--- config.mk ---
export PLATFORM = sky130hd
export DESIGN_NAME = reg_file_banked
export DESIGN_NICKNAME = d
export VERILOG_FILES = /design/src/rtl/reg_file_banked.sv
export SDC_FILE = /design/constraint.sdc
export NUM_CORES = 1
export LEC_CHECK = 0
export BUFFER_PORTS_ARGS = -buffer_cell sky130_fd_sc_hd__buf_4
export CAP_MARGIN = 20
export CELL_PAD_IN_SITES_DETAIL_PLACEMENT = 1
export CELL_PAD_IN_SITES_GLOBAL_PLACEMENT = 2
export CORE_AREA = 2 2 104 106
export DETAILED_ROUTE_END_ITERATION = 10
export DIE_AREA = 0 0 106 108
export GPL_ROUTABILITY_DRIVEN = 0
export PLACE_DENSITY = 0.82
export SLEW_MARGIN = 40
export SYNTH_ARGS = -nofsm -noshare
export SYNTH_HDL_FRONTEND = slang
export SYNTH_SLANG_ARGS = --single-unit
--- constraint.sdc ---
create_clock -name clk -period 1.75 [get_ports clk]
set_input_delay 0.2625 -clock clk [delete_from_list [all_inputs] [get_ports clk]]
set_output_delay 0.2625 -clock clk [all_outputs]
set_load 0.005 [all_outputs]
--- src/rtl/reg_file_banked.sv ---
// Dual-banked CPU register-pair file with byte-lane writes, a registered read port with write bypass,
// and the EXX / EX AF,AF' / EX DE,HL exchanges. Shadow banks are built only when REG_SHADOW_EN is defined.
module reg_file_banked #(
    parameter int unsigned        WIDTH     = 8,
    parameter int unsigned        NPAIRS    = 4,
    parameter logic [2*WIDTH-1:0] RESET_VAL = '1
) (
    input  logic                      clk,
    input  logic                      nreset,
    input  logic [$clog2(NPAIRS)-1:0] sel,
    input  logic                      we_hi,
    input  logic                      we_lo,
    input  logic [2*WIDTH-1:0]        wdata,
    input  logic                      rd_en,
    output logic [2*WIDTH-1:0]        rdata,
    output logic                      rd_valid,
    input  logic                      exx,
    input  logic                      ex_af,
    input  logic                      ex_de_hl,
    output logic                      bank_af,
    output logic                      bank_gp
);

    localparam int unsigned PW       = 2 * WIDTH;
    localparam int unsigned SELW     = $clog2(NPAIRS);
    localparam bit          HAS_DEHL = (NPAIRS >= 4);
`ifdef REG_SHADOW_EN
    localparam int unsigned NBANK    = 2;
`else
    localparam int unsigned NBANK    = 1;
`endif

    logic              af_bank;
    logic              gp_bank;
    logic [NBANK-1:0]  dehl_swap_q;
    logic [PW-1:0]     mem_q [NBANK][NPAIRS];
    logic [PW-1:0]     rdata_q, rdata_d;
    logic              rd_valid_q;
    logic              map_bank;
    logic [SELW-1:0]   map_pair;

`ifdef REG_SHADOW_EN
    logic af_bank_q, gp_bank_q;

    // Bank flags flip on the exchange strobes.
    always_ff @(posedge clk or negedge nreset) begin
        if (!nreset) begin
            af_bank_q <= 1'b0;
            gp_bank_q <= 1'b0;
        end else begin
            af_bank_q <= af_bank_q ^ ex_af;
            gp_bank_q <= gp_bank_q ^ exx;
        end
    end

    assign af_bank = af_bank_q;
    assign gp_bank = gp_bank_q;
`else
    logic unused_ex;
    assign unused_ex = exx ^ ex_af;
    assign af_bank   = 1'b0;
    assign gp_bank   = 1'b0;
`endif

    // Logical select to physical bank/slot; DE and HL trade slots while the active bank's swap flag is set.
    always_comb begin
        map_bank = (sel == '0) ? af_bank : gp_bank;
        map_pair = sel;
        if (HAS_DEHL && dehl_swap_q[gp_bank] && (32'(sel) == 32'd2 || 32'(sel) == 32'd3)) begin
            map_pair = sel ^ SELW'(1);
        end
    end

    // Read capture with per-lane write-through.
    always_comb begin
        rdata_d = mem_q[map_bank][map_pair];
        if (we_hi) rdata_d[PW-1:WIDTH] = wdata[PW-1:WIDTH];
        if (we_lo) rdata_d[WIDTH-1:0]  = wdata[WIDTH-1:0];
    end

    always_ff @(posedge clk or negedge nreset) begin
        if (!nreset) begin
            for (int b = 0; b < int'(NBANK); b++) begin
                for (int p = 0; p < int'(NPAIRS); p++) begin
                    mem_q[b][p] <= RESET_VAL;
                end
            end
        end else begin
            if (we_hi) mem_q[map_bank][map_pair][PW-1:WIDTH] <= wdata[PW-1:WIDTH];
            if (we_lo) mem_q[map_bank][map_pair][WIDTH-1:0]  <= wdata[WIDTH-1:0];
        end
    end

    always_ff @(posedge clk or negedge nreset) begin
        if (!nreset) begin
            dehl_swap_q <= '0;
        end else if (HAS_DEHL && ex_de_hl) begin
            dehl_swap_q[gp_bank] <= ~dehl_swap_q[gp_bank];
        end
    end

    always_ff @(posedge clk or negedge nreset) begin
        if (!nreset) begin
            rdata_q    <= '0;
            rd_valid_q <= 1'b0;
        end else begin
            rd_valid_q <= rd_en;
            if (rd_en) rdata_q <= rdata_d;
        end
    end

    assign rdata    = rdata_q;
    assign rd_valid = rd_valid_q;
    assign bank_af  = af_bank;
    assign bank_gp  = gp_bank;

endmodule

==> flow_summary.json <==
{
  "post_cts_buffers": 0,
  "netlist_area_um2": 4070,
  "finalCritPeriodShare_pct": 90.1,
  "clockPowerShare_pct": 21.3,
  "detail-route-antenna-nets": 0,
  "p_sw_share_pct": 28.3,
  "finalCriticalPeriod_ns": 1.58,
  "seq_area_um2": 2130,
  "route.detailed.drc": 0,
  "first_iter_violations": 83,
  "irDropWorstVdd_v": 0.000639,
  "power_mw": 6.48,
  "final_max_slew_viol_count": 0,
  "clkTransAtPathRegs_ns": 0.08,
  "syn_inst": 325,
  "wl_per_cell_um": 17.9,
  "routed_wl_mm": 9.18,
  "path_max_fanout": 8,
  "grt_remaining_overflow": 0,
  "drt_pass1_iterations": 4,
  "cp.required_ns": 2.03,
  "slew_headroom_pct": 65.4,
  "core_um2": 10200,
  "grt_pass1_wl_mm": 15.1,
  "max_freq_mhz": 634,
  "die_h_um": 108,
  "tightest_slew_ns": 0.519,
  "dpl.hpwl_mm": 6.37,
  "nets": 399,
  "internal_power_mw": 4.65,
  "grtUsageTotal_pct": 17.5,
  "place_inst": 497,
  "yosys_warnings": 0,
  "startpoint_type": "flop",
  "yosysUniqueCellTypes": 28,
  "stdcell_count": 514,
  "io_pins": 45,
  "antennaDiodeCount": 0,
  "setup_viol": 0,
  "cts_resized": 0,
  "num_vias": 2681,
  "cts_sinks": 82,
  "layout_common_cells": "dfstp_2 (64), mux2_2 (55), buf_4 (54)",
  "powerDensity_nw_per_um2": 1360,
  "combPwrFrac_pct": 29.2,
  "multiInputGateArea_um2": 1780,
  "hp-class": "input port to flop",
  "skew_ns": 0.00560,
  "syn_area_per_cell_um2": 12.5,
  "areaGrowthSynthToFinish_pct": 17.3,
  "max_cap_violations": 0,
  "cts_buffer_depth": 2,
  "r2r_slack_ns": 0.17,
  "rows": 37,
  "antenna_found_initial": 0,
  "seqPwrFrac_pct": 49.5,
  "start_util_pct": 39.8,
  "cts_tree": "yes",
  "drive_gt1_share_pct": 54.0,
  "worst-endpoint-arrival_ns": 1.86,
  "path_class": "flop to flop",
  "power_switching_mw": 1.83,
  "rsz0062_at_grt": "false",
  "cts_hold_buffers": 1,
  "cp-end-kind": "flop",
  "htree_levels": 3,
  "grt_max_degree": 39,
  "cts_root_buf": "clkbuf_8",
  "grt_pass1_vias": 2912,
  "die_w_um": 106,
  "cts_buffers": 9,
  "synth_seq_cells": 82,
  "setup_tns_ns": 0,
  "io_buffers": 40,
  "n_fill_cell": 1091,
  "clock_latency_ns": 0.35,
  "status": "finished, final reports clean",
  "final_common_cell": "dfstp_2",
  "vias_per_cell": 5.22,
  "yosysSeqAreaShare_pct": 52.4,
  "hold_viol_final": 0,
  "die_area_um2": 11400,
  "leakage_nw": 1.92
}
## metrics by stage
step | hold WS, ns | setup slack [ns] | area [um^2] | util (%)
finish | 0.0853 | 0.173 | 4770 | 46.7
global route | 0.0766 | 0.0596 | 4770 | 46.7
CTS | 0.0654 | 0.143 | 4770 | 46.7
detailed placement | 0.268 | 0.162 | 4570 | 44.6
global placement | 0.261 | 0.210 | 4570 | 44.6
floorplan | -0.0331 | 0.261 | 4070 | -
## critical path, stage by stage (launching register included)
cell and delay [ns]:
dfrtp_1 0.59, buf_4 0.25, nand2_1 0.07, mux4_2 0.47, a21oi_1 0.14
## power by group through the flow
stage               Combinational (mW)  Clock (mW)  Sequential (mW)
CTS                               1.93        1.43             3.22
finish                            1.89        1.38             3.21
global placement                  1.82           0             3.19
floorplan                         1.37           0             3.11
detailed placement                1.92           0             3.25
global route                      2.07        1.51             3.30
## layout make-up
class / instances / area share, %
multi-input cells: 208 / 37.3
repair buffers: 56 / 9.12
inverters: 16 / 1.26
flip-flops and latches: 82 / 44.7
well taps: 136 / 3.56
clock inverters: 4 / 1.07
clock buffers: 12 / 3.04
## registers in the layout (all words and copies together), names as in the netlist
register     count
dehl_swap_q      1
mem_q           64
rd_valid         1
rdata           16
## synth_stat cells
cell type  number  area share, %
inv_1          16            1.5
buf_6           1           0.28
conb_1          1          0.092
a21oi_1         8           0.98
dfrtp_1        18             11
a31oi_1        16            2.5
xor2_1          1           0.22
dfstp_2        64             41
xor2_4          1           0.68
buf_1           4           0.37
mux4_2          8            4.4
o21ai_0        16            2.0
nand3b_1        8            1.5
nand3_2         2           0.49
buf_2           5           0.62
mux2_2         55             15
nand2_1        18            1.7
nor3b_2         2           0.62
mux2_1          1           0.28
mux2i_1         8            2.0
o31ai_1         8            1.5
buf_4           3           0.55
clkbuf_1        7           0.65
nand3_4         2           0.86
a211oi_1        8            1.5
nor2b_1        17            2.6
nand2b_1       26            4.0
xnor2_4         1           0.68
## kinds of logic (layout without fill, tap and decap cells)
| kind of cell | Yosys count | in the layout | synth area share (%) |
|---|---|---|---|
| DFF | 82 | 82 | 52.4 |
| AOI/OAI and AO/OA | 56 | 56 | 8.37 |
| xor gates and xnor gates | 3 | 3 | 1.57 |
| muxes | 72 | 72 | 21.9 |
| and+or+nand+nor | 75 | 75 | 11.7 |
| other | 1 | 2 | 0.0922 |
| buffers and inverters | 36 | 88 | 3.94 |
## final timing paths
check,from,endpoint,cells past startpoint
setup / recovery,dehl_swap_q,rdata[4],4
hold / removal,ex_de_hl,dehl_swap_q,2
setup reg to reg,dehl_swap_q,rdata[4],4
hold reg to reg,mem_q[52],mem_q[52],2
max in group asynchronous,nreset,mem_q[30],3
min in group asynchronous,nreset,rdata[3],2
## layer usage
| metal | vias up | GRT usage, % | routed length [um] |
|---|---|---|---|
| met5 | - | 0 | 0 |
| met3 | 14 | 2.83 | 239 |
| li1 | 1243 | - | - |
| met1 | 1385 | 21.5 | 4000 |
| met2 | 39 | 30.9 | 4790 |
| met4 | 0 | 7.05 | 150 |
Power figures use the tool's default switching activity.
